### config.mk
export PLATFORM = sky130hd
export DESIGN_NAME = daub6_decim_fifo
export DESIGN_NICKNAME = d
export VERILOG_FILES = /design/src/rtl/daub6_pkg.sv /design/src/rtl/daub6_sync_fifo.sv /design/src/rtl/daub6_decim_fifo.sv
export SDC_FILE = /design/constraint.sdc
export NUM_CORES = 1
export LEC_CHECK = 0
export ABC_AREA = 1
export CAP_MARGIN = 20
export CORE_MARGIN = 2
export CORE_UTILIZATION = 63
export DETAILED_ROUTE_END_ITERATION = 10
export PLACE_DENSITY = 0.85
export SLEW_MARGIN = 40
export SYNTH_ARGS = -nofsm -noshare
export SYNTH_HDL_FRONTEND = slang
export SYNTH_HIERARCHICAL = 1
export SYNTH_SLANG_ARGS = --single-unit
### constraint.sdc
create_clock -name clk -period 4.95 [get_ports clk]
set_input_delay 0.99 -clock clk [delete_from_list [all_inputs] [get_ports clk]]
set_output_delay 0.99 -clock clk [all_outputs]
set_load 0.01 [all_outputs]
### src/rtl/daub6_pkg.sv
// ---------------------------------------------------------------------------
// daub6_pkg
// Shared definitions for the Daubechies-6 decimation / buffering stage.
//   daub6_state_e        : stream qualification FSM states (IDLE, SETTLE, RUN)
//   DAUB6_FILTER_LATENCY : pipeline latency of the upstream filter, in samples
//   DAUB6_TAPS           : filter length; TAPS-1 samples are needed to fill taps
//   DAUB6_Q15_WIDTH      : Q15 signed sample width
//   DAUB6_SETTLE_DEFAULT : transient length discarded after enable
//   daub6_sat_inc16      : saturating 16-bit increment
// ---------------------------------------------------------------------------
package daub6_pkg;

  typedef enum logic [1:0] {
    IDLE   = 2'd0,
    SETTLE = 2'd1,
    RUN    = 2'd2
  } daub6_state_e;

  localparam int DAUB6_FILTER_LATENCY = 5;
  localparam int DAUB6_TAPS           = 6;
  localparam int DAUB6_Q15_WIDTH      = 16;

  // Pipeline latency plus the tap fill (TAPS-1) gives the full transient.
  localparam int DAUB6_SETTLE_DEFAULT = DAUB6_FILTER_LATENCY + DAUB6_TAPS - 1;

  // Saturating increment used by diagnostic counters.
  function automatic logic [15:0] daub6_sat_inc16(input logic [15:0] value);
    return (value == 16'hFFFF) ? value : value + 16'd1;
  endfunction

endpackage : daub6_pkg

### src/rtl/daub6_sync_fifo.sv
// ---------------------------------------------------------------------------
// daub6_sync_fifo
// Show-ahead synchronous FIFO. The head entry is visible on head_o whenever
// the FIFO is non-empty; when empty, head_o holds the last head presented
// (zero after reset).
// A push while full is accepted only if a pop happens in the same cycle.
// A pop while empty is ignored.
// Ports:
//   clk, rst_n    : clock, asynchronous active-low reset
//   push_i        : write request, push_data_i written at the clock edge
//   push_data_i   : write data
//   pop_i         : read request, advances past the current head
//   head_o        : show-ahead head data
//   full_o        : level == DEPTH
//   empty_o       : level == 0
//   level_o       : occupancy, 0..DEPTH
// DEPTH must be a power of two (>= 2) so the pointers wrap naturally.
// ---------------------------------------------------------------------------
module daub6_sync_fifo
  import daub6_pkg::*;
#(
  parameter  int DATA_WIDTH = DAUB6_Q15_WIDTH,
  parameter  int DEPTH      = 8,
  localparam int PTR_W      = $clog2(DEPTH),
  localparam int LVL_W      = PTR_W + 1
) (
  input  logic                  clk,
  input  logic                  rst_n,
  input  logic                  push_i,
  input  logic [DATA_WIDTH-1:0] push_data_i,
  input  logic                  pop_i,
  output logic [DATA_WIDTH-1:0] head_o,
  output logic                  full_o,
  output logic                  empty_o,
  output logic [LVL_W-1:0]      level_o
);

  logic [DATA_WIDTH-1:0] mem_q [DEPTH];
  logic [PTR_W-1:0]      wr_ptr_q, wr_ptr_d;
  logic [PTR_W-1:0]      rd_ptr_q, rd_ptr_d;
  logic [LVL_W-1:0]      count_q, count_d;
  logic [DATA_WIDTH-1:0] last_q, last_d;
  logic                  do_push;
  logic                  do_pop;

  assign empty_o = (count_q == '0);
  assign full_o  = (count_q == LVL_W'(DEPTH));
  assign level_o = count_q;

  // A pop frees the head slot in the same cycle, so a full FIFO may still
  // accept a push when it is also being popped.
  assign do_pop  = pop_i && !empty_o;
  assign do_push = push_i && (!full_o || do_pop);

  // Remember the head while non-empty so the output holds when drained.
  assign last_d = empty_o ? last_q : mem_q[rd_ptr_q];
  assign head_o = last_d;

  always_comb begin
    wr_ptr_d = wr_ptr_q;
    rd_ptr_d = rd_ptr_q;
    count_d  = count_q;
    if (do_push) begin
      wr_ptr_d = wr_ptr_q + PTR_W'(1);
    end
    if (do_pop) begin
      rd_ptr_d = rd_ptr_q + PTR_W'(1);
    end
    case ({do_push, do_pop})
      2'b10:   count_d = count_q + LVL_W'(1);
      2'b01:   count_d = count_q - LVL_W'(1);
      default: count_d = count_q;
    endcase
  end

  always_ff @(posedge clk or negedge rst_n) begin
    if (!rst_n) begin
      wr_ptr_q <= '0;
      rd_ptr_q <= '0;
      count_q  <= '0;
      last_q   <= '0;
    end else begin
      wr_ptr_q <= wr_ptr_d;
      rd_ptr_q <= rd_ptr_d;
      count_q  <= count_d;
      last_q   <= last_d;
    end
  end

  // Storage is not reset; entries are only read after being written.
  always_ff @(posedge clk) begin
    if (do_push) begin
      mem_q[wr_ptr_q] <= push_data_i;
    end
  end

endmodule : daub6_sync_fifo

### src/rtl/daub6_decim_fifo.sv
// ---------------------------------------------------------------------------
// daub6_decim_fifo
// Downstream stage of the Daubechies-6 Q15 filter. Qualifies the free-running
// filter output, discards the transient after each enable rising edge,
// decimates by 2 and buffers the kept coefficients in a show-ahead FIFO.
// Ports:
//   clk, rst_n : clock, asynchronous active-low reset
//   en         : stream enable; rising edge starts a new settle window
//   in_data    : filter output sample, Q15 signed (passed bit-exact)
//   in_valid   : in_data qualifier, no backpressure toward the filter
//   out_data   : FIFO head (show-ahead), holds last head when empty
//   out_valid  : FIFO non-empty
//   out_ready  : consumer accepts head when out_valid && out_ready
//   level      : FIFO occupancy 0..FIFO_DEPTH
//   ovf        : sticky flag, a kept sample was dropped on a full FIFO
//   ovf_clr    : clears ovf (wins over a same-cycle set)
//   drop_cnt   : saturating count of full-FIFO drops (only with
//                DAUB6_DECIM_DROPCNT_EN defined), cleared by ovf_clr
// Optional feature macro: DAUB6_DECIM_DROPCNT_EN
// ---------------------------------------------------------------------------
module daub6_decim_fifo
  import daub6_pkg::*;
#(
  parameter  int DATA_WIDTH     = DAUB6_Q15_WIDTH,
  parameter  int FIFO_DEPTH     = 8,
  parameter  int SETTLE_SAMPLES = DAUB6_SETTLE_DEFAULT,
  parameter  int KEEP_PHASE     = 0,
  localparam int LVL_W          = $clog2(FIFO_DEPTH) + 1
) (
  input  logic                  clk,
  input  logic                  rst_n,
  input  logic                  en,
  input  logic [DATA_WIDTH-1:0] in_data,
  input  logic                  in_valid,
  output logic [DATA_WIDTH-1:0] out_data,
  output logic                  out_valid,
  input  logic                  out_ready,
  output logic [LVL_W-1:0]      level,
  output logic                  ovf,
  input  logic                  ovf_clr
`ifdef DAUB6_DECIM_DROPCNT_EN
  ,
  output logic [15:0]           drop_cnt
`endif
);

  // The settle counter only needs to reach SETTLE_SAMPLES-1.
  localparam int CNT_W = (SETTLE_SAMPLES < 2) ? 1 : $clog2(SETTLE_SAMPLES);
  localparam logic [CNT_W-1:0] SETTLE_LAST =
    CNT_W'((SETTLE_SAMPLES > 0) ? SETTLE_SAMPLES - 1 : 0);
  localparam logic KEEP_BIT = 1'(KEEP_PHASE);

  daub6_state_e     state_q, state_d;
  logic [CNT_W-1:0] settle_cnt_q, settle_cnt_d;
  logic             phase_q, phase_d;
  logic             ovf_q, ovf_d;
  logic             keep;
  logic             fifo_full;
  logic             fifo_empty;
  logic             drop;

  // Qualification FSM. Any cycle with en low in SETTLE/RUN returns to IDLE
  // and ignores that cycle's sample; the IDLE cycle that sees en high only
  // arms the settle window.
  always_comb begin
    state_d      = state_q;
    settle_cnt_d = settle_cnt_q;
    phase_d      = phase_q;
    keep         = 1'b0;
    case (state_q)
      IDLE: begin
        if (en) begin
          settle_cnt_d = '0;
          phase_d      = 1'b0;
          state_d      = (SETTLE_SAMPLES == 0) ? RUN : SETTLE;
        end
      end
      SETTLE: begin
        if (!en) begin
          state_d = IDLE;
        end else if (in_valid) begin
          if (settle_cnt_q == SETTLE_LAST) begin
            state_d = RUN;
            phase_d = 1'b0;
          end else begin
            settle_cnt_d = settle_cnt_q + CNT_W'(1);
          end
        end
      end
      RUN: begin
        if (!en) begin
          state_d = IDLE;
        end else if (in_valid) begin
          keep    = (phase_q == KEEP_BIT);
          phase_d = ~phase_q;
        end
      end
      default: begin
        state_d = IDLE;
      end
    endcase
  end

  always_ff @(posedge clk or negedge rst_n) begin
    if (!rst_n) begin
      state_q      <= IDLE;
      settle_cnt_q <= '0;
      phase_q      <= 1'b0;
    end else begin
      state_q      <= state_d;
      settle_cnt_q <= settle_cnt_d;
      phase_q      <= phase_d;
    end
  end

  daub6_sync_fifo #(
    .DATA_WIDTH (DATA_WIDTH),
    .DEPTH      (FIFO_DEPTH)
  ) u_fifo (
    .clk         (clk),
    .rst_n       (rst_n),
    .push_i      (keep),
    .push_data_i (in_data),
    .pop_i       (out_ready),
    .head_o      (out_data),
    .full_o      (fifo_full),
    .empty_o     (fifo_empty),
    .level_o     (level)
  );

  assign out_valid = !fifo_empty;

  // A kept sample is lost only if the FIFO is full and no pop frees a slot.
  assign drop = keep && fifo_full && !(out_ready && out_valid);

  always_comb begin
    ovf_d = ovf_q;
    if (ovf_clr) begin
      ovf_d = 1'b0;
    end else if (drop) begin
      ovf_d = 1'b1;
    end
  end

  always_ff @(posedge clk or negedge rst_n) begin
    if (!rst_n) begin
      ovf_q <= 1'b0;
    end else begin
      ovf_q <= ovf_d;
    end
  end

  assign ovf = ovf_q;

`ifdef DAUB6_DECIM_DROPCNT_EN
  logic [15:0] drop_cnt_q, drop_cnt_d;

  always_comb begin
    drop_cnt_d = drop_cnt_q;
    if (ovf_clr) begin
      drop_cnt_d = '0;
    end else if (drop) begin
      drop_cnt_d = daub6_sat_inc16(drop_cnt_q);
    end
  end

  always_ff @(posedge clk or negedge rst_n) begin
    if (!rst_n) begin
      drop_cnt_q <= '0;
    end else begin
      drop_cnt_q <= drop_cnt_d;
    end
  end

  assign drop_cnt = drop_cnt_q;
`endif

endmodule : daub6_decim_fifo

==> results.py, run 1 <==
metrics = {
    "outcome": {
        "outcome": "complete, no violations",
    },
    "yosys": {
        "yosys.area_share.simple_pct": 12.1,
        "synthCells": 555,
        "yosysMostFrequentCell": "edfxtp_1",
        "synth_xor_area_share_pct": 0.789,
        "ys_ff_latch": 162,
        "synth_edf_count": 128,
        "async_flop_share_pct": 21.0,
        "synth_warnings": 6,
        "synth_top_area_share_pct": 57.7,
        "synthTopCellsByArea": "edfxtp_1, dfrtp_1, nor2_1, nand2_1, o211ai_1",
        "syn-cell-area_mm2": 0.00666,
        "synth_top_area_cell": "edfxtp_1",
        "avgSynthCellArea_um2": 12.0,
        "synthTopCellsByCount": "edfxtp_1, nor2_1, nand2_1",
        "synth_adder_area_share_pct": 1.43,
        "syn-num-nets": 584,
        "synth_top_family_by_area": "simple AND/OR/NAND/NOR gates",
        "synthFlopType": "edfxtp_1",
        "yosysSeqAreaShare_pct": 70.4,
        "synth-compound-area-share_pct": 10.7,
        "synth.area.mux_share_pct": 0,
        "yosysUniqueCellTypes": 32,
    },
    "worst_setup_path": {
        "crit_path_start_kind": "flop",
        "crit_required_ns": 3.96,
        "cp_num_buf_inv": 3,
        "crit_fanout": 34,
        "critPathCaptureType": "output pin",
        "cp_cell_sequence": "buf_4, inv_2, o21ai_0, o211ai_1, nand3_1, nand2_1, clkdlybuf4s50_1",
        "critPathArrivalTime_ns": 2.99,
        "max_stage_delay_ns": 0.54,
        "slowest_stage": "clkdlybuf4s50_1",
        "r2r_slack_ns": 2.41,
        "crit_type": "reg2out",
        "cp_top_family": "buffers and inverters",
    },
    "floorplan": {
        "die_area_mm2": 0.0114,
        "design.core.area_mm2": 0.0103,
        "io_pins": 44,
        "dieHeight_um": 107,
        "row_count": 37,
        "chipWidth_um": 107,
        "initial_core_util_pct": 64.8,
    },
    "flow_run": {
        "max_cap_viol_count": 0,
    },
    "global_routing": {
        "antenna_found_initial": 0,
        "grt_pass1_wl_mm": 23.6,
        "gr-usage-all-layers_pct": 28.5,
        "grt_max_degree": 82,
        "grt_pass1_vias": 4448,
        "grt_overflow": 0,
    },
    "clock_network": {
        "clock_path_buffers": 2,
        "h-tree-depth": 4,
        "root_buffer": "clkbuf_8",
        "cts_tree": "yes",
        "path_clk_slew_ns": 0.07,
        "cts_resized": 0,
        "cts.sinks": 162,
        "cts_hold_buf": 0,
        "insertion_delay_ns": 0.54,
        "numCtsBuffers": 17,
        "postCtsSetupBuffers": 0,
    },
    "placement": {
        "gp_congestion": 0.817,
        "detailed_place_hpwl_mm": 9.08,
        "io_buffer_count": 43,
    },
    "sta": {
        "setup_tns_ns": 0,
        "slew_violations": 0,
        "fin_crit_sh_pct": 80.3,
        "tightest_slew_ns": 0.760,
        "fmax_mhz": 252,
        "relSlewSlack_pct": 49.3,
        "fin_skew_ns": 0.00552,
        "rsz0062_at_grt": "no",
        "fin_crit_ns": 3.98,
        "hold_viol_final": 0,
        "setup_viol": 0,
    },
    "layout": {
        "fin_util_pct": 76.2,
        "syn_to_final_growth_pct": 17.5,
        "regArea_mm2": 0.00470,
        "drive_above_1_share_pct": 9.93,
        "multi_input_area_mm2": 0.00166,
        "fin_nets": 630,
        "antennaDiodeCount": 0,
        "fillers": 629,
    },
    "detailed_routing": {
        "dr.pass1.iters": 7,
        "wire_per_inst_um": 20.1,
        "drc_errors": 0,
        "initialDrtViolationCount": 533,
        "antenna_left": 0,
        "viasPerCell": 6.12,
        "vias": 4592,
        "drt_wl_total_mm": 15.1,
    },
    "power": {
        "p_per_area_mw_per_mm2": 582,
        "p_leak_nw": 2.91,
        "irDropWorstVdd_mv": 0.389,
    },
    "worst_hold_path": {
        "min_path_type": "in2async",
    },
}
logic make-up (layout without fill, tap and decap cells):
group,Yosys count,after routing
flops,162,162
simple gates,188,188
compound gates,125,125
buf+inv,67,126
fa+ha+maj,7,7
xor+xnor,6,6
layout make-up:
cell class | instances | share of cell area (%)
Timing Repair Buffer | 53 | 6.42
Multi-Input combinational cell | 326 | 21.2
Tap cell | 136 | 2.17
Clock buffer | 19 | 5.64
Clock inverter | 13 | 2.54
Sequential cell | 162 | 60.0
Inverter | 41 | 2.01
metal layers:
layer / share of wire [%] / vias to the layer above / global-route usage, %
met5: 0 / - / 0
met4: 3.2 / 0 / 13.2
met3: 8.8 / 48 / 7.90
met2: 49 / 273 / 44.6
met1: 39 / 2227 / 37.4
li1: - / 2044 / -
stage by stage:
| stage | instance area (µm²) | setup slack (ns) | hold WS (ns) | total power [mW] | instances |
|---|---|---|---|---|---|
| after floorplan | 6660 | 2.11 | 0.461 | 2.61 | 555 |
| after global placement | 7190 | 1.55 | 0.459 | 3.09 | 718 |
| after detailed placement | 7190 | 1.44 | 0.468 | 3.17 | 718 |
| after CTS | 7830 | 1.01 | 0.484 | 4.56 | 750 |
| after global routing | 7830 | 0.826 | 0.419 | 4.78 | 750 |
| final | 7830 | 0.974 | 0.404 | 4.56 | 750 |
layout by cell type, fill, tap and decap left out, types with 2 or more instances in the layout:
cell type,Yosys,routed
dfrtp_1,34,33
inv_2,6,5
clkinv_4,0,4
a21oi_1,20,20
bufinv_16,0,4
clkbuf_16,0,16
o21ai_1,28,28
nand3_1,26,26
clkdlybuf4s50_1,0,42
o211ai_1,32,32
clkinvlp_4,0,2
buf_4,2,11
nor2_1,81,81
xor2_1,4,4
xnor2_1,2,2
nand2_1,67,67
o21ai_0,42,42
inv_1,34,34
inv_6,0,2
edfxtp_1,128,128
nand4_1,3,3
ha_1,6,6
clkbuf_8,0,3
nand2_2,4,4
power breakdown:
| group | internal, mW | switching (mW) |
|---|---|---|
| logic | 0.593 | 0.904 |
| registers | 1.58 | 0.0927 |
| clock network | 0.856 | 0.532 |
| total | 3.03 | 1.53 |
path summary, 6_finish.rpt:
check | startpoint | end | depth (start not counted)
max | u_fifo/rd_ptr_q[1] | out_data[12] | 7
min reg2reg | u_fifo/last_q[3] | u_fifo/last_q[3] | 2
min | rst_n | u_fifo/rd_ptr_q[1] | 1
min in group clk | u_fifo/last_q[3] | u_fifo/last_q[3] | 2
max in group asynchronous | rst_n | u_fifo/rd_ptr_q[0] | 1
max reg2reg | state_q[0] | u_fifo/mem_q[4][10] | 7
sequential cells by signal, indices dropped and copies added, names as in the netlist:
signal and cells:
phase_q 1, state_q 2, u_fifo/rd_ptr_q 3, u_fifo/level_o 4, u_fifo/mem_q 128, ovf 1
u_fifo/wr_ptr_q 3, settle_cnt_q 4, u_fifo/last_q 16
(Power assumes the default switching activity.)
==> run 2: changes to the inputs <==
--- a/config.mk
+++ b/config.mk
@@ -8,9 +8,9 @@
 export ABC_AREA = 1
 export CAP_MARGIN = 20
 export CORE_MARGIN = 2
-export CORE_UTILIZATION = 63
+export CORE_UTILIZATION = 53
 export DETAILED_ROUTE_END_ITERATION = 10
-export PLACE_DENSITY = 0.85
+export PLACE_DENSITY = 0.77
 export SLEW_MARGIN = 40
 export SYNTH_ARGS = -nofsm -noshare
 export SYNTH_HDL_FRONTEND = slang
==> constraint.sdc (replaced) <==
create_clock -name clk -period 3.6 [get_ports clk]
set_input_delay 0.72 -clock clk [delete_from_list [all_inputs] [get_ports clk]]
set_output_delay 0.72 -clock clk [all_outputs]
set_load 0.01 [all_outputs]
==> run 2 against run 1 <==
  * Clock skew rose by 0.0047 ns
  * Non-clock buffer count increased by 7
  * Critical endpoint is now out_data[3]
  * Combinational power up 37%
  * Sequential power up 38%
  * Largest cell class unchanged
  * Sequential cell count unchanged
  * Via count fell by 3.7%
==> results.py, run 2 (synthesized netlist as in run 1, its figures left out) <==
metrics = {
    "outcome": {
        "outcome": "complete, no violations",
    },
    "layout": {
        "syn_to_final_growth_pct": 19.8,
        "antennaDiodeCount": 0,
        "drive_above_1_share_pct": 10.6,
        "final_common_cell": "edfxtp_1",
        "final_cell_mix": "edfxtp_1, nor2_1, nand2_1, clkdlybuf4s50_1, o21ai_0",
        "multi_input_area_mm2": 0.00166,
        "fillers": 865,
        "stdcell_area_mm2": 0.00798,
        "regArea_mm2": 0.00470,
        "largest_reg_flops": 128,
        "fin_nets": 637,
        "reg.largest.list": "u_fifo/mem_q (128), u_fifo/last_q (16)",
        "top_register": "u_fifo/mem_q",
        "fin_cells": 788,
    },
    "sta": {
        "slew_violations": 0,
        "tightest_slew_ns": 0.780,
        "setup_tns_ns": 0,
        "fin_crit_ns": 3.42,
        "rsz0062_at_grt": "no",
        "setup_viol": 0,
        "fin_crit_sh_pct": 94.9,
        "hold-worst-slack_ns": 0.259,
        "relSlewSlack_pct": 48.0,
        "fmax_mhz": 293,
        "hold_viol_final": 0,
        "fin_skew_ns": 0.0102,
    },
    "worst_setup_path": {
        "crit_type": "reg2out",
        "critPathArrivalTime_ns": 2.70,
        "reg2regPathDepth": 13,
        "crit_path_start_kind": "flop",
        "max_stage_delay_ns": 0.85,
        "critPathCaptureType": "output pin",
        "slowest_stage": "dfrtp_1",
        "cp_cell_sequence": "inv_2, o211ai_1, nand3_1, nand2_1, clkdlybuf4s50_1",
        "crit_fanout": 17,
        "crit_required_ns": 2.88,
    },
    "global_routing": {
        "gr-usage-all-layers_pct": 22.4,
        "grtUsageMet3_pct": 5.24,
        "top_usage_layer": "met2",
        "antenna_found_initial": 0,
        "grt_overflow": 0,
        "use_met1_pct": 31.4,
        "met2_usage_pct": 34.7,
        "grt_pass1_wl_mm": 22.1,
        "grt_max_degree": 82,
        "grt_pass1_vias": 4159,
    },
    "floorplan": {
        "row_count": 40,
        "design.core.area_mm2": 0.0122,
        "chipWidth_um": 116,
        "initial_core_util_pct": 54.8,
        "dieHeight_um": 116,
        "die_area_mm2": 0.0135,
        "io_pins": 44,
    },
    "clock_network": {
        "numCtsBuffers": 17,
        "path_clk_slew_ns": 0.06,
        "cts_hold_buf": 0,
        "root_buffer": "clkbuf_16",
        "insertion_delay_ns": 0.42,
        "clock_path_buffers": 2,
        "cts.sinks": 162,
        "h-tree-depth": 4,
        "postCtsSetupBuffers": 0,
        "cts_resized": 0,
        "cts_tree": "yes",
    },
    "detailed_routing": {
        "wire_per_inst_um": 18.0,
        "initialDrtViolationCount": 413,
        "viasPerCell": 5.61,
        "drt_wl_total_mm": 14.2,
        "dr.pass1.iters": 5,
        "drc_errors": 0,
        "vias": 4422,
        "antenna_left": 0,
    },
    "worst_hold_path": {
        "min_path_type": "in2async",
    },
    "power": {
        "p_leak_nw": 2.98,
        "p_per_area_mw_per_mm2": 807,
        "p_total_mw": 6.44,
        "irDropWorstVdd_mv": 0.556,
    },
    "placement": {
        "detailed_place_hpwl_mm": 8.64,
        "placed_cells": 757,
        "gp_congestion": 0.793,
        "io_buffer_count": 43,
        "dpl-instance-area_mm2": 0.00729,
    },
    "flow_run": {
        "max_cap_viol_count": 0,
    },
}
## run 2: metrics by stage
stage               utilization, %  setup WS (ns)
floorplan                        -           1.03
global placement              60.0          0.620
detailed placement            60.0          0.557
CTS                           65.6          0.128
global route                  65.6        0.00875
finish                        65.6          0.183
## run 2: path summary, 6_finish.rpt
check                                        start            endpoint  slack (ns)
worst max-delay path            u_fifo/rd_ptr_q[2]         out_data[3]        0.18
worst min-delay path                         rst_n   u_fifo/last_q[15]        0.26
worst max register to register   u_fifo/level_o[0]   u_fifo/level_o[3]        1.22
worst min register to register    u_fifo/last_q[0]    u_fifo/last_q[0]        0.48
max in group asynchronous                    rst_n  u_fifo/rd_ptr_q[0]        2.99
min in group clk                  u_fifo/last_q[0]    u_fifo/last_q[0]        0.48
## run 2: final cells by class
class,count,area share (%)
multi-input combinational,326,20.8
clock buffer,17,5.33
clock inverter,14,3.23
sequential,162,58.8
tap,168,2.63
timing repair buffer,60,7.16
inverter,41,1.96
## run 2: report_power, final
group,internal (mW),switching (mW),leakage (nW)
Clock,1.37,0.708,0.331
Combinational,0.840,1.22,1.09
Sequential,2.17,0.129,1.55
## run 2: per-layer routing
metal | vias up | share of wire [%]
met5 | - | 0
met4 | 0 | 1.8
met3 | 23 | 7.0
met2 | 179 | 48
met1 | 2162 | 44
li1 | 2058 | -
## run 2: worst max-delay path, delay by kind of cell (launching register included)
family,cells,cell delay (ns)
buffers and inverters,2,0.90
flip-flops,1,0.85
AO/OA/AOI/OAI,1,0.26
AND/OR/NAND/NOR,2,0.26
